`src/rtl/simd_alu_issue_ctrl.sv`:
```
// ---------------------------------------------------------------------------
// simd_alu_issue_ctrl
//
// Initiator side of the SIMD ALU operand/result interface. One command
// (a, b, opcode, tag) is accepted on a valid/ready port. Its operands and
// opcode are driven to the ALU and held until the next accepted command.
// After the ALU's fixed latency, the result and the per-byte-lane
// overflow/underflow flags are captured. They are returned with the tag on a
// valid/ready response port. Only one transaction is in flight at a time.
//
// Ports
//   clk, rst_n                 clock, synchronous active-low reset
//   cmd_valid / cmd_ready      command handshake
//   cmd_a, cmd_b               operands (SIMD_DATA_WIDTH)
//   cmd_opcode                 ALU opcode (SIMD_OPC_WIDTH)
//   cmd_tag                    caller tag, echoed on the response
//   alu_a, alu_b, alu_opcode   operand/opcode drive to the ALU
//   alu_out, alu_ovf, alu_udf  ALU result and per-byte-lane flags
//   rsp_valid / rsp_ready      response handshake
//   rsp_data, rsp_ovf, rsp_udf captured result and flags
//   rsp_tag                    tag of the returned transaction
//   rsp_err                    1 = illegal opcode, no ALU result captured
//   busy                       a transaction is in progress
//
// The OPC_* parameters must match the encodings in simd_alu_defines.vh.
// SIMD_DATA_WIDTH must be a multiple of 64, and ALU_LATENCY must be at
// least 1.
// ---------------------------------------------------------------------------
module simd_alu_issue_ctrl #(
    parameter int SIMD_DATA_WIDTH = 256,
    parameter int SIMD_OPC_WIDTH  = 5,
    parameter int TAG_WIDTH       = 4,
    parameter int ALU_LATENCY     = 1,
    parameter logic [SIMD_OPC_WIDTH-1:0] OPC_ADD8    = SIMD_OPC_WIDTH'(1),
    parameter logic [SIMD_OPC_WIDTH-1:0] OPC_ADD16   = SIMD_OPC_WIDTH'(2),
    parameter logic [SIMD_OPC_WIDTH-1:0] OPC_ADD32   = SIMD_OPC_WIDTH'(3),
    parameter logic [SIMD_OPC_WIDTH-1:0] OPC_ADD64   = SIMD_OPC_WIDTH'(4),
    parameter logic [SIMD_OPC_WIDTH-1:0] OPC_S_ADD8  = SIMD_OPC_WIDTH'(5),
    parameter logic [SIMD_OPC_WIDTH-1:0] OPC_S_ADD16 = SIMD_OPC_WIDTH'(6),
    parameter logic [SIMD_OPC_WIDTH-1:0] OPC_S_ADD32 = SIMD_OPC_WIDTH'(7),
    parameter logic [SIMD_OPC_WIDTH-1:0] OPC_S_ADD64 = SIMD_OPC_WIDTH'(8)
) (
    input  logic                         clk,
    input  logic                         rst_n,
    input  logic                         cmd_valid,
    output logic                         cmd_ready,
    input  logic [SIMD_DATA_WIDTH-1:0]   cmd_a,
    input  logic [SIMD_DATA_WIDTH-1:0]   cmd_b,
    input  logic [SIMD_OPC_WIDTH-1:0]    cmd_opcode,
    input  logic [TAG_WIDTH-1:0]         cmd_tag,
    output logic [SIMD_DATA_WIDTH-1:0]   alu_a,
    output logic [SIMD_DATA_WIDTH-1:0]   alu_b,
    output logic [SIMD_OPC_WIDTH-1:0]    alu_opcode,
    input  logic [SIMD_DATA_WIDTH-1:0]   alu_out,
    input  logic [SIMD_DATA_WIDTH/8-1:0] alu_ovf,
    input  logic [SIMD_DATA_WIDTH/8-1:0] alu_udf,
    output logic                         rsp_valid,
    input  logic                         rsp_ready,
    output logic [SIMD_DATA_WIDTH-1:0]   rsp_data,
    output logic [SIMD_DATA_WIDTH/8-1:0] rsp_ovf,
    output logic [SIMD_DATA_WIDTH/8-1:0] rsp_udf,
    output logic [TAG_WIDTH-1:0]         rsp_tag,
    output logic                         rsp_err,
    output logic                         busy
);

    localparam int CNT_W = (ALU_LATENCY < 1) ? 1 : $clog2(ALU_LATENCY + 1);

    typedef enum logic [1:0] {
        S_IDLE  = 2'd0,
        S_ISSUE = 2'd1,
        S_RESP  = 2'd2
    } state_t;

    state_t           state;
    logic [CNT_W-1:0] cnt;
    logic             err_pend;   // accepted opcode was illegal
    logic             accept;
    logic             opc_legal;

    // NOTE: cmd_ready is gated by rst_n because it is a combinational
    // function of the state. Without the gate it would read 1 while the
    // block sits in reset.
    assign cmd_ready = rst_n & ((state == S_IDLE) | ((state == S_RESP) & rsp_ready));
    assign accept    = cmd_valid & cmd_ready;

    assign opc_legal = cmd_opcode inside {OPC_ADD8,   OPC_ADD16,   OPC_ADD32,   OPC_ADD64,
                                          OPC_S_ADD8, OPC_S_ADD16, OPC_S_ADD32, OPC_S_ADD64};

    // NOTE: every register in this block uses non-blocking assignments.
    // All flops then sample pre-edge values, which keeps simulation
    // consistent with the synthesised logic.
    always_ff @(posedge clk) begin
        if (!rst_n) begin
            state      <= S_IDLE;
            cnt        <= '0;
            err_pend   <= 1'b0;
            alu_a      <= '0;
            alu_b      <= '0;
            alu_opcode <= '0;
            rsp_valid  <= 1'b0;
            rsp_data   <= '0;
            rsp_ovf    <= '0;
            rsp_udf    <= '0;
            rsp_tag    <= '0;
            rsp_err    <= 1'b0;
            busy       <= 1'b0;
        end else begin
            // A new command can arrive in IDLE, or in RESP on the same edge
            // that retires the previous response (back-to-back).
            if (accept) begin
                alu_a      <= cmd_a;
                alu_b      <= cmd_b;
                alu_opcode <= cmd_opcode;
                rsp_tag    <= cmd_tag;
                rsp_valid  <= 1'b0;
                busy       <= 1'b1;
                state      <= S_ISSUE;
                err_pend   <= ~opc_legal;
                // An illegal opcode does not wait out the ALU latency. The
                // error response is presented one cycle after accept.
                cnt        <= opc_legal ? CNT_W'(ALU_LATENCY) : '0;
            end else begin
                case (state)
                    S_ISSUE: begin
                        if (cnt != '0) begin
                            cnt <= cnt - 1'b1;
                        end else begin
                            rsp_data  <= err_pend ? '0 : alu_out;
                            rsp_ovf   <= err_pend ? '0 : alu_ovf;
                            rsp_udf   <= err_pend ? '0 : alu_udf;
                            rsp_err   <= err_pend;
                            rsp_valid <= 1'b1;
                            state     <= S_RESP;
                        end
                    end
                    S_RESP: begin
                        // The response stays up until the consumer takes it.
                        if (rsp_ready) begin
                            rsp_valid <= 1'b0;
                            busy      <= 1'b0;
                            state     <= S_IDLE;
                        end
                    end
                    default: begin
                        state <= S_IDLE;
                    end
                endcase
            end
        end
    end

endmodule
```
`config.mk`:
```
export PLATFORM = sky130hd
export DESIGN_NAME = simd_alu_issue_ctrl
export DESIGN_NICKNAME = d
export VERILOG_FILES = /design/src/rtl/simd_alu_issue_ctrl.sv
export SDC_FILE = /design/constraint.sdc
export NUM_CORES = 2
export LEC_CHECK = 0
export CAP_MARGIN = 25
export CORE_AREA = 10 10 655 657
export CTS_CLUSTER_SIZE = 8
export DETAILED_ROUTE_END_ITERATION = 8
export DIE_AREA = 0 0 665 667
export GPL_TIMING_DRIVEN = 0
export SLEW_MARGIN = 20
export SYNTH_ARGS = -nofsm -noshare
export SYNTH_HDL_FRONTEND = slang
export SYNTH_SLANG_ARGS = --single-unit
```
`constraint.sdc`:
```
create_clock -name clk -period 1.9 [get_ports clk]
set_clock_uncertainty 0.15 [all_clocks]
set_input_delay 0.57 -clock clk [delete_from_list [all_inputs] [get_ports clk]]
set_output_delay 0.57 -clock clk [all_outputs]
set_load 0.02 [all_outputs]
```
* After elaboration in Yosys (flattened, before gate mapping)
Index checks and enable logic that the tools add are counted.
Operators by class: reduce and logical (&&, ||, !) cells 12, bitwise gates (word level) 8, $lt $le $gt $ge 0, eq/ne operators 14, multiplexer cells 16, shifts and indexed selects 0, div/mod/pow operators 0, $add $sub $neg 1, multipliers 0
Operator list (count):
- two-way mux 256 bit | 1
- two-way mux 32 bit | 2
- equality test 5 x 3 -> 1 bit (second input constant) | 4
- equality test 5 x 2 -> 1 bit (second input constant) | 2
- two-way mux 1 bit | 9
- nonzero test 2 bit | 4
- nonzero test 8 bit | 1
- inequality test 3 bit (second input constant) | 2
- AND reduction 2 bit | 3
- AND reduction 3 bit | 2
- equality test 5 x 1 -> 1 bit (second input constant) | 1
- equality test 5 x 4 -> 1 bit (second input constant) | 1
- two-way mux 2 bit | 2
- inequality test 2 bit (second input constant) | 2
- inverter 1 bit | 4
- one-hot mux 2 bit (2 select lines) | 1
- AND 1 bit | 3
- equality test 2 x 1 -> 1 bit (second input constant) | 1
- equality test 2 bit (second input constant) | 1
- logical NOT 2 bit | 1
- one-hot mux 1 bit (2 select lines) | 1
- OR reduction 2 bit | 1
- bitwise OR 1 bit | 1
- subtractor 1 bit (second input constant) | 1
Word-level totals: memories kept 0, logic and storage cells 65, bits in writable memories 0, register bits after elaboration 848, bits of input ports 845, ROM bits 0, output and inout bits 845, latch bits 0

* Longest topological paths before layout
word-level depth 7, depth in mapped cells 6

* Worst setup path after synthesis
No wires, ideal clock.
kind input -> output, from input port rsp_ready, to output port cmd_ready, path buffers 3, setup slack -295 ps, stages on the path 5, data required time 1180 ps, arrival 1475 ps, path through and2b_1 > buf_4 > buf_6 > buf_2 > nor2_1
On the way: longest elaborated chain between the ends 3
Ends and longest elaborated chain:
- start: declaration | line 58 | input logic rsp_ready,
- AND 1 bit | line 84 | assign cmd_ready = rst_n & ((state == S_IDLE) | ((state == S_RESP) & rsp_ready));
- bitwise OR 1 bit | line 84
- AND 1 bit | line 84
- end: declaration | line 46 | output logic cmd_ready,
No other way between the ends.

* Final worst setup path
from register state[0], to output port cmd_ready
On the way: longest elaborated chain between the ends 4, elaborated cells on any way between the ends 5, classes of those cells 1 x eq/ne; 3 x bitwise; 1 x reduce/logical
Ends and longest elaborated chain:
- start: declaration | line 75 | state_t state;
- start signal: assignment | line 95 | state <= S_IDLE;
- start signal: assignment | line 118 | state <= S_ISSUE;
- start signal: assignment | line 134 | state <= S_RESP;
- equality test 2 bit | line 84
- AND 1 bit | line 84
- bitwise OR 1 bit (*) | line 84
- AND 1 bit (*) | line 84
Every way passes the cells marked *; elsewhere a longest branch is shown, timed or not.

==> run_results.csv <==
group,metric,value,unit
sta,setup_violations,1619,
cts,numCtsBuffers,136,
global_routing,grt_usage,17.05,%
sta,fin_ws,-0.6488,ns
pwr,powerDensity,775.6,nW/um^2
die,die_y,667,um
place,place_area,59040,sq um
cts,clk_pin_slew,0.06,ns
worst_setup_path,worstSetupStartpointType,"register",
pwr,internal_power,37030,uW
route,avgRoutedWirePerCell,34.70,um
sta,timing.hold.ws,0.1489,ns
sta,rsz0062_at_grt,"yes",
yosys,ys_warn_count,0,
route,first_iter_violations,4474,
yosys,synth-seq-cells,848,
cts,ctsRootBufferMaster,"clkbuf_16",
worst_setup_path,worstReg2RegEnd,"alu_a[144]",
cts,cts_tree,"built",
pwr,switching_share,30.83,%
yosys,synthArstFlopShare,0,%
worst_setup_path,critPathKind,"reg2out",
pwr,pwr-share-comb,20.0,%
yosys,synth.distinct_cells,28,
global_routing,grt_pass1_vias,39683,
sta,hold_viol,0,
place,portBuffers,1688,
route,drc_errors,0,
route,viasPerCell,3.774,
yosys,dominantRegCellSynth,"dfxtp_1",
worst_setup_path,critical_path.startpoint,"state[0]",
sta,max_freq,0.3923,GHz
worst_setup_path,required,1.18,ns
route,totalWireLength,405500,um
cells_and_area,final_common_cell,"clkdlybuf4s50_1",
sta,finalMaxSlewViolations,0,
cts,htree_levels,4,
pwr,p_total,53540,uW
sta,max_slew_margin,37.78,%
global_routing,grt_max_degree,20,
global_routing,overflow,0,
place,hpwlAfterDp,348600,um
sta,finalCritPeriodShare,134.1,%
worst_setup_path,end_kind,"output port",
worst_setup_path,r2r_slack,-0.42,ns
pwr,p_clk_share,43.9,%
cells_and_area,num-nets-final,6859,
sta,fin_tns_setup,-207.25,ns
die,fp.dieW,665,um
route,dr.pass1.iters,6,
worst_setup_path,r2r-start,"state[1]",
cells_and_area,layout_common_cells,"clkdlybuf4s50_1, a21oi_1, dfxtp_2, buf_6, nand4_1",
run_status,status,"finished, violations left",
pwr,peakVddDrop,0.0005661,V
hold_path,hold_class,"in2reg",
sta,layout_min_cycle_time,2.549,ns
yosys,synth-edff-count,0,
die,dieArea,443600,sq um
pwr,seqPwrFrac,36.1,%
yosys,synth_nets,4793,
worst_setup_path,cp_max_fo,3,
worst_setup_path,cp-endpoint,"cmd_ready",
yosys,synth_area,34970,sq um
die,core-area,415400,sq um
global_routing,antenna_found_initial,261,
cts,cts_sinks,848,
place,place.gp.congestion,0.9809,
cells_and_area,fin_area,69030,sq um
pwr,leakage,0.02444,uW
sta,worst_pin_slew,0.9333,ns
run_status,violations,"negative setup slack",
route,vias,44098,
die,pin_count,1690,
cts,clockBufferDepth,4,
flow_run,cap_violations,0,
yosys,synthCells,3948,
cells_and_area,final.fill_count,46576,
cells_and_area,drive_gt1_share,39.65,%
pwr,switchingPower,16510,uW
cells_and_area,synthToLayoutAreaGrowth,97.39,%
global_routing,grt_pass1_wl,490000,um
worst_setup_path,arrival,1.83,ns
route,postRouteAntennaNets,0,
worst_setup_path,worst-r2r-cell-count,9,
cts,clk_latency,0.83,ns
die,rows,237,
yosys,ys_seq_area_share,48.54,%
die,start_util,8.418,%
yosys,avgSynthCellArea,8.858,sq um
-- worst min path at each step --
| stage | start | endpoint | slack, ns | cells past startpoint |
|---|---|---|---|---|
| floorplan | cnt | state[0] | 0.33 | 2 |
| global placement | rsp_data[60] | rsp_data[60] | 0.29 | 2 |
| detailed placement | rsp_udf[26] | rsp_udf[26] | 0.29 | 2 |
| CTS | cmd_a[148] | alu_a[148] | 0.03 | 3 |
| global route | cmd_a[148] | alu_a[148] | 0.08 | 3 |
| finish | cmd_b[127] | alu_b[127] | 0.15 | 3 |
-- power groups by stage --
| stage | registers [uW] | clock network (uW) | logic [uW] |
|---|---|---|---|
| 2_1_floorplan | 20200 | 0 | 2680 |
| 3_3_place_gp | 19400 | 0 | 9790 |
| 3_5_place_dp | 19400 | 0 | 9850 |
| 4_1_cts | 19100 | 24300 | 9960 |
| 5_1_grt | 19400 | 24800 | 11200 |
| 6_report | 19300 | 23500 | 10700 |
-- through the flow --
| stage | util (%) | setup slack [ns] | cells |
|---|---|---|---|
| finish | 16.62 | -0.6488 | 11685 |
| global route | 16.59 | -0.7815 | 11640 |
| CTS | 15.24 | -0.9433 | 11326 |
| detailed placement | 14.21 | -2.576 | 11146 |
| global placement | 14.14 | -3.320 | 11133 |
| floorplan | - | -0.07226 | 3948 |
-- registers in the layout, summed over array words and instances (netlist names) --
register / flops
rsp_err: 1
rsp_udf: 32
alu_opcode: 5
alu_a: 256
state: 2
rsp_ovf: 32
alu_b: 256
cnt: 1
busy: 1
rsp_valid: 1
err_pend: 1
rsp_tag: 4
rsp_data: 256
-- critical path, stage by stage, from the launching register on --
cell	delay (ns)
dfxtp_4	0.35
nand2b_4	0.20
buf_12	0.17
nor2_4	0.12
buf_12	0.14
-- cell type report --
class	instances	area (sq um)	share of cell area (%)
Timing Repair Buffer	1933	21130	30.61
Sequential cell	848	18180	26.34
Multi-Input combinational cell	2550	15280	22.13
Tap cell	5497	6878	9.963
Clock buffer	152	3565	5.164
Buffer	542	3317	4.805
Antenna cell	140	350.3	0.5075
Clock inverter	20	291.5	0.4223
Inverter	3	40.04	0.05800
-- what timing repair did --
item / 4_1_cts / 5_1_grt
buffers inserted: 9 / 220
setup endpoints to repair: 1691 / 1653
pin swaps: 2 / 25
gates resized for setup: 418 / 5742
hold endpoints to repair: 0 / 0
gates cloned: 0 / 4
hold buffers: 0 / 0
-- cells by family after synthesis --
group	Yosys count	synth area share, %
muxes	2	0.06082
buffers and inverters	550	8.121
AOI/OAI and AO/OA	1369	23.35
and+or+nand+nor	1179	19.93
DFF	848	48.54
-- cells in the mapped netlist, types with 7 or more instances --
library cell  count  area (sq um)
dfxtp_1         848         16980
a21oi_1         845          4229
nand4_1         521          3259
o31ai_1         521          3911
nand2_1         325          1220
nand3b_1        321          2410
clkbuf_1        251         942.2
buf_2           212          1061
buf_6            55         619.3
buf_4            20         150.1
buf_1             7         26.28
-- layer usage --
metal | global-route usage (%) | wire, um | part of all wire, %
met5 | 0 | 884 | 0.22
met4 | 7.859 | 26550 | 6.5
met3 | 7.934 | 47100 | 12
met2 | 29.20 | 191100 | 47
met1 | 17.75 | 139800 | 34
No activity file was read; power rests on OpenSTA's default activity.
